File: src/rtl/regfile_port_ctrl_if.sv
// Signal bundle between regfile_port_ctrl, the ID-stage register file, WB and the debug port.
// The controller uses the slave view; whoever drives WB, decode and debug uses the master view.
interface regfile_port_ctrl_if;
    logic        RegWriteW;
    logic [4:0]  RdW;
    logic [31:0] ResultW;
    logic [4:0]  A1D;
    logic [31:0] RD1;
    logic [4:0]  A1;
    logic        rf_we;
    logic [4:0]  rf_waddr;
    logic [31:0] rf_wdata;
    logic        stall_id;
    logic        init_busy;
    logic        dbg_req;
    logic        dbg_we;
    logic [4:0]  dbg_addr;
    logic [31:0] dbg_wdata;
    logic        dbg_ack;
    logic [31:0] dbg_rdata;

    modport slave (
        input  RegWriteW, RdW, ResultW, A1D, RD1,
        input  dbg_req, dbg_we, dbg_addr, dbg_wdata,
        output A1, rf_we, rf_waddr, rf_wdata, stall_id, init_busy,
        output dbg_ack, dbg_rdata
    );

    modport master (
        output RegWriteW, RdW, ResultW, A1D, RD1,
        output dbg_req, dbg_we, dbg_addr, dbg_wdata,
        input  A1, rf_we, rf_waddr, rf_wdata, stall_id, init_busy,
        input  dbg_ack, dbg_rdata
    );
endinterface

File: src/rtl/regfile_port_ctrl.sv
// Register-file write-port owner and debug access controller for the RV32I ID stage.
// Define REGFILE_CLEAR_EN to add the post-reset clear of x1..x31 (CLEAR state and counter).
module regfile_port_ctrl #(
    parameter int unsigned STARVE_MAX = 8
) (
    input  logic               clk,
    input  logic               rst,
    regfile_port_ctrl_if.slave bus
);

    typedef enum logic [1:0] {
`ifdef REGFILE_CLEAR_EN
        CLEAR = 2'd0,
`endif
        IDLE  = 2'd1,
        DRD   = 2'd2,
        ACK   = 2'd3
    } state_t;

`ifdef REGFILE_CLEAR_EN
    localparam state_t RESET_STATE = CLEAR;
`else
    localparam state_t RESET_STATE = IDLE;
`endif

    localparam logic [7:0] STARVE_LIMIT = 8'(STARVE_MAX);

    state_t      r_state;
    state_t      w_next_state;
    logic [7:0]  r_starve;
    logic [7:0]  w_next_starve;
    logic        r_dbg_ack;
    logic [31:0] r_dbg_rdata;

    logic        w_init_busy;
    logic        w_wb_valid;
    logic        w_dbg_wr_req;
    logic        w_dbg_rd_req;
    logic        w_grant;
    logic        w_starved;
    logic        w_rf_we;
    logic [4:0]  w_rf_waddr;
    logic [31:0] w_rf_wdata;

    assign w_wb_valid   = bus.RegWriteW & (bus.RdW != 5'd0);
    assign w_dbg_wr_req = bus.dbg_req & bus.dbg_we;
    assign w_dbg_rd_req = bus.dbg_req & ~bus.dbg_we;
    assign w_starved    = (r_starve == STARVE_LIMIT);

`ifdef REGFILE_CLEAR_EN
    logic [4:0] r_cnt;
    logic       r_init_busy;

    always_ff @(posedge clk) begin
        if (!rst) begin
            r_cnt       <= 5'd1;
            r_init_busy <= 1'b1;
        end else begin
            if (r_state == CLEAR) begin
                r_cnt <= r_cnt + 5'd1;
            end
            r_init_busy <= (w_next_state == CLEAR);
        end
    end

    assign w_init_busy = r_init_busy;
`else
    assign w_init_busy = 1'b0;
`endif

    // WB owns the write port by default; CLEAR and an IDLE debug-write grant override it.
    always_comb begin
        w_next_state = r_state;
        w_grant      = 1'b0;
        w_rf_we      = w_wb_valid;
        w_rf_waddr   = bus.RdW;
        w_rf_wdata   = bus.ResultW;
        case (r_state)
`ifdef REGFILE_CLEAR_EN
            CLEAR: begin
                w_rf_we    = 1'b1;
                w_rf_waddr = r_cnt;
                w_rf_wdata = 32'd0;
                if (r_cnt == 5'd31) begin
                    w_next_state = IDLE;
                end
            end
`endif
            IDLE: begin
                if (!w_wb_valid && w_dbg_wr_req) begin
                    w_grant      = 1'b1;
                    w_rf_we      = (bus.dbg_addr != 5'd0);
                    w_rf_waddr   = bus.dbg_addr;
                    w_rf_wdata   = bus.dbg_wdata;
                    w_next_state = ACK;
                end
                if (w_dbg_rd_req) begin
                    w_next_state = DRD;
                end
            end
            DRD:     w_next_state = ACK;
            ACK:     w_next_state = IDLE;
            default: w_next_state = IDLE;
        endcase
    end

    always_comb begin
        w_next_starve = r_starve;
        if (w_grant) begin
            w_next_starve = 8'd0;
        end else if ((r_state == IDLE) && w_dbg_wr_req && w_wb_valid && !w_starved) begin
            w_next_starve = r_starve + 8'd1;
        end
    end

    // The register file has no bypass, so RD1 in DRD is the pre-write value of that cycle.
    always_ff @(posedge clk) begin
        if (!rst) begin
            r_state     <= RESET_STATE;
            r_starve    <= 8'd0;
            r_dbg_ack   <= 1'b0;
            r_dbg_rdata <= 32'd0;
        end else begin
            r_state   <= w_next_state;
            r_starve  <= w_next_starve;
            r_dbg_ack <= (w_next_state == ACK);
            if (r_state == DRD) begin
                r_dbg_rdata <= bus.RD1;
            end
        end
    end

    assign bus.rf_we     = w_rf_we & rst;
    assign bus.rf_waddr  = w_rf_waddr;
    assign bus.rf_wdata  = w_rf_wdata;
    assign bus.A1        = (r_state == DRD) ? bus.dbg_addr : bus.A1D;
    assign bus.stall_id  = w_init_busy | (r_state == DRD) | w_starved;
    assign bus.init_busy = w_init_busy;
    assign bus.dbg_ack   = r_dbg_ack;
    assign bus.dbg_rdata = r_dbg_rdata;

endmodule

File: src/flat_wrapper.sv
// flat-port wrapper written by rule: the top's interface ports become plain ports
module regfile_port_ctrl_flat 
#(
    parameter int unsigned STARVE_MAX = 8
)
  (clk, rst, bus_RegWriteW, bus_RdW, bus_ResultW, bus_A1D, bus_RD1, bus_dbg_req, bus_dbg_we, bus_dbg_addr, bus_dbg_wdata, bus_A1, bus_rf_we, bus_rf_waddr, bus_rf_wdata, bus_stall_id, bus_init_busy, bus_dbg_ack, bus_dbg_rdata);
  regfile_port_ctrl_if bus_i ();
  input  logic clk;
  input  logic rst;
  input wire logic [$bits(bus_i.RegWriteW)-1:0] bus_RegWriteW;
  input wire logic [$bits(bus_i.RdW)-1:0] bus_RdW;
  input wire logic [$bits(bus_i.ResultW)-1:0] bus_ResultW;
  input wire logic [$bits(bus_i.A1D)-1:0] bus_A1D;
  input wire logic [$bits(bus_i.RD1)-1:0] bus_RD1;
  input wire logic [$bits(bus_i.dbg_req)-1:0] bus_dbg_req;
  input wire logic [$bits(bus_i.dbg_we)-1:0] bus_dbg_we;
  input wire logic [$bits(bus_i.dbg_addr)-1:0] bus_dbg_addr;
  input wire logic [$bits(bus_i.dbg_wdata)-1:0] bus_dbg_wdata;
  output wire logic [$bits(bus_i.A1)-1:0] bus_A1;
  output wire logic [$bits(bus_i.rf_we)-1:0] bus_rf_we;
  output wire logic [$bits(bus_i.rf_waddr)-1:0] bus_rf_waddr;
  output wire logic [$bits(bus_i.rf_wdata)-1:0] bus_rf_wdata;
  output wire logic [$bits(bus_i.stall_id)-1:0] bus_stall_id;
  output wire logic [$bits(bus_i.init_busy)-1:0] bus_init_busy;
  output wire logic [$bits(bus_i.dbg_ack)-1:0] bus_dbg_ack;
  output wire logic [$bits(bus_i.dbg_rdata)-1:0] bus_dbg_rdata;
  assign bus_i.RegWriteW = bus_RegWriteW;
  assign bus_i.RdW = bus_RdW;
  assign bus_i.ResultW = bus_ResultW;
  assign bus_i.A1D = bus_A1D;
  assign bus_i.RD1 = bus_RD1;
  assign bus_i.dbg_req = bus_dbg_req;
  assign bus_i.dbg_we = bus_dbg_we;
  assign bus_i.dbg_addr = bus_dbg_addr;
  assign bus_i.dbg_wdata = bus_dbg_wdata;
  assign bus_A1 = bus_i.A1;
  assign bus_rf_we = bus_i.rf_we;
  assign bus_rf_waddr = bus_i.rf_waddr;
  assign bus_rf_wdata = bus_i.rf_wdata;
  assign bus_stall_id = bus_i.stall_id;
  assign bus_init_busy = bus_i.init_busy;
  assign bus_dbg_ack = bus_i.dbg_ack;
  assign bus_dbg_rdata = bus_i.dbg_rdata;
  regfile_port_ctrl #(.STARVE_MAX(STARVE_MAX)) u_core (.clk(clk), .rst(rst), .bus(bus_i));
endmodule
File: config.mk
export PLATFORM = sky130hd
export DESIGN_NAME = regfile_port_ctrl_flat
export DESIGN_NICKNAME = d
export VERILOG_FILES = /design/src/rtl/regfile_port_ctrl_if.sv /design/src/rtl/regfile_port_ctrl.sv /design/src/flat_wrapper.sv
export SDC_FILE = /design/constraint.sdc
export NUM_CORES = 1
export LEC_CHECK = 0
export ABC_AREA = 1
export CORE_MARGIN = 10
export CORE_UTILIZATION = 30
export DETAILED_ROUTE_END_ITERATION = 7
export PLACE_DENSITY = 0.78
export SYNTH_ARGS = -nofsm -noshare
export SYNTH_HDL_FRONTEND = slang
export SYNTH_SLANG_ARGS = --single-unit
File: constraint.sdc
create_clock -name clk -period 1.25 [get_ports clk]
set_input_delay 0.1875 -clock clk [delete_from_list [all_inputs] [get_ports clk]]
set_output_delay 0.1875 -clock clk [all_outputs]
set_load 0.005 [all_outputs]
==> out/qor.csv, run 1 <==
stage,metric,value,unit
power,Lkg Pwr,2.65,nW
yosys,Mapped Cells,389,
layout,diodes inserted,0,
place,Post-Place Cell Area,0.00460,mm2
die,Initial Util,0.309,
yosys,synthesized-area fraction occupied by adder cells,0.0209,
die,core area,0.00773,mm2
clock_network,Clock Sink Count,43,
outcome,violations in the final reports,negative setup slack,
die,DIE AREA,0.0119,mm2
power,ratio of total power to cell area,1020,mW/mm2
outcome,result of the run,"finished, violations left",
critical_path,worst r2r src,u_core.r_state[1]$_SDFF_PN0_,
critical_path,Worst EP arrival,1.70,ns
sta,slack of the critical path,-0.639,ns
sta,ratio of final minimum period to clock period,1.51,
clock_network,CTS Hold Buffers Added,0,
routing,number of nets with antenna violations after detailed routing,0,
place,gpl congestion,0.900,
routing,via/cell ratio,4.61,
critical_path,Worst EP required,1.06,ns
yosys,Ys Warns,0,
worst_hold_path,worst hold stages,3,
critical_path,type of destination of the critical path,output pin,
clock_network,Clock Pin Slew Worst Setup and Hold Paths,0.09,ns
layout,layout overhead on the synthesized area,125,%
die,die height,109,um
place,cell count after placement,700,
place,Place WS,-0.969,ns
clock_network,clock latency on the worst-skew pair,0.29,ns
yosys,simple-gate share of the synthesized area,0.405,
global_route,via count of the first global-routing pass,3313,
layout,number of standard cells in the final layout excluding fillers,739,
routing,DRC violation count after routing,0,
clock_network,CTS Buf Count,5,
critical_path,type of element launching the critical path,flip-flop,
yosys,Compound-Gate Fraction of Synth Area,0.110,
routing,routed wire length per instance,17.1,um
sta,Final Hold Violating Endpoints,0,
sta,Max Freq,529,MHz
power,maximum resistive drop on vdd,0.826,mV
critical_path,depth of the worst register-to-register path,10,
sta,minimum clock period,1.89,ns
global_route,antenna violations before repair,0,
yosys,Syn Area/Cell,6.14,um2
layout,share of final-layout standard cells stronger than drive strength 1,0.356,
yosys,main combinational cell family by area after synthesis,simple AND/OR/NAND/NOR gates,
die,Boundary Pins,194,
critical_path,path type of the worst setup path,reg2out,
sta,worst-case hold slack,0.477,ns
clock_network,maximum buffer depth of the clock tree,2,
yosys,cell area after synthesis,0.00239,mm2
layout,final cell area excluding filler cells,0.00538,mm2
place,number of input and output port buffers inserted,192,
sta,final number of max-transition violations,0,
global_route,total congestion overflow after global routing,0,
critical_path,Crit Path Max Fanout,6,
yosys,post-synthesis cell type count,24,
worst_hold_path,Hold Path Class,in2reg,
yosys,sequential-to-total area share from yosys stat,0.360,
global_route,Total Routing Usage GR,0.188,
routing,final WL,12600,um
clock_network,TritonCTS clock tree,done,
run,max cap viols,0,
critical_path,CP startpoint,u_core.r_state[1]$_SDFF_PN0_,
yosys,fraction of synthesized cell area in xor and xnor cells,0.0147,
place,Final HPWL DP,9020,um
die,std cell rows,32,
yosys,number of nets produced by synthesis,509,
sta,clk_skew,0.00955,ns
layout,number of nets in the layout,756,
die,die width,109,um
clock_network,Clock H-tree levels,2,
sta,unrepaired setup endpoints after global routing,yes,
global_route,wire length of the first global-routing pass,18000,um
routing,count of TritonRoute iterations in the first routing pass,4,
sta,final setup violation count,86,
yosys,fraction of synthesized area in multiplexers,0,
layout,fraction of the core area covered by cells at the end of the flow,0.696,
clock_network,buffer type at the clock tree root,sky130_fd_sc_hd__clkbuf_8,
routing,total number of vias,3407,
yosys,number of storage elements in the synthesis netlist,43,
routing,initial DRC count,180,
worst_hold_path,launch point of the worst hold path,bus_RD1[4],
global_route,largest net degree at the start of global routing,35,
==> synthesized netlist by cell type, drive strengths merged <==
| library cell | instances | area share |
|---|---|---|
| nand2 | 155 | 0.25 |
| nor2 | 79 | 0.13 |
| dfxtp | 43 | 0.36 |
| o21ai | 40 | 0.084 |
| inv | 21 | 0.034 |
| buf | 14 | 0.042 |
| a21oi | 12 | 0.027 |
| clkbuf | 7 | 0.011 |
| nand3 | 7 | 0.019 |
| ha | 4 | 0.021 |
| xor2 | 3 | 0.011 |
| nand4 | 2 | 0.0052 |
| conb | 1 | 0.0016 |
| xnor2 | 1 | 0.0037 |
==> metrics by stage <==
stage / TNS, ns / total power, mW
after floorplan: -0.796 / 2.42
after global placement: -38.38 / 3.71
after detailed placement: -44.16 / 3.75
after CTS: -27.93 / 5.01
after global routing: -39.14 / 5.81
final: -32.11 / 5.48
==> flip-flops by register name, summed over array words and instances (netlist names) <==
| signal | cells |
|---|---|
| u_core.bus.dbg_ack | 1 |
| u_core.bus.dbg_rdata | 32 |
| u_core.r_starve | 8 |
| u_core.r_state | 2 |
==> layout make-up <==
class / instances / area (um2)
timing repair inverter: 4 / 45.0
clock buffer: 5 / 68.8
timing repair buffer: 257 / 2440
multi-input combinational: 304 / 1690
clock inverter: 3 / 43.8
sequential: 43 / 863
fill: 629 / 2350
tap: 102 / 128
inverter: 21 / 96.3
==> worst paths after layout <==
kind / to / slack [ns]
worst max-delay path: bus_rf_waddr[4] / -0.64
worst min-delay path: u_core.bus.dbg_rdata[4]$_SDFFE_PN0P_ / 0.48
worst max register to register: u_core.r_starve[0]$_SDFFE_PP0P_ / -0.36
worst min register to register: u_core.bus.dbg_rdata[29]$_SDFFE_PN0P_ / 0.49
==> power breakdown <==
group	internal, mW	total, mW	switching, mW
clock network	0.595	1.09	0.491
logic	1.52	2.76	1.24
registers	1.54	1.63	0.0897
==> layer usage <==
metal,up-vias,track usage,part of all wire
met5,-,0,0
met4,0,0.0390,0.0083
met3,10,0.0708,0.11
met2,158,0.331,0.50
met1,1543,0.211,0.38
li1,1696,-,-
==> kinds of logic (layout without fill, tap and decap cells) <==
group | count (synthesis) | in the layout
flops | 43 | 43
xor+xnor | 4 | 4
buf+inv | 42 | 290
simple gates | 243 | 243
compound gates | 52 | 52
other cells | 1 | 1
fa+ha+maj | 4 | 4
==> layout by cell type (no fill, tap or decap), drive strengths merged <==
master	count
dlymetal6s2s	1
nand2	155
nand3	7
dfxtp	43
clkdlybuf4s15	1
buf	98
clkdlybuf4s50	114
conb	1
bufinv	1
inv	25
nand4	2
xnor2	1
bufbuf	1
o21ai	40
a21oi	12
ha	4
clkinv	2
xor2	3
nor2	79
dlygate4sd2	33
clkbuf	14
==> critical path: stages, from the launching register on <==
cell                      delay, ns
sky130_fd_sc_hd__dfxtp_2       0.34
sky130_fd_sc_hd__inv_2         0.07
sky130_fd_sc_hd__ha_4          0.14
sky130_fd_sc_hd__inv_4         0.04
sky130_fd_sc_hd__nor2_4        0.14
sky130_fd_sc_hd__nand2_8       0.08
sky130_fd_sc_hd__buf_12        0.16
sky130_fd_sc_hd__buf_12        0.14
sky130_fd_sc_hd__inv_12        0.06
sky130_fd_sc_hd__nand2_2       0.03
sky130_fd_sc_hd__o21ai_1       0.07
sky130_fd_sc_hd__buf_2         0.13
==> repair_timing <==
item                       CTS  global route
buffers inserted            14            10
setup endpoints to repair  114            87
hold endpoints to repair     0             0
gates cloned                 6             3
gates resized for setup    243           137
pin swaps                   10            20
Power figures use the tool's default switching activity.
==> inputs of run 2 (changes only) <==
RECOVER_POWER = 100   (was not set)
==> results of run 2 <==
The final DEF is identical to that of run 1; final timing and power are the same.
==> inputs of run 3 (changes only) <==
CAP_MARGIN = 20   (was not set)
==> results of run 3 <==
The final DEF is identical to that of run 1; final timing and power are the same.
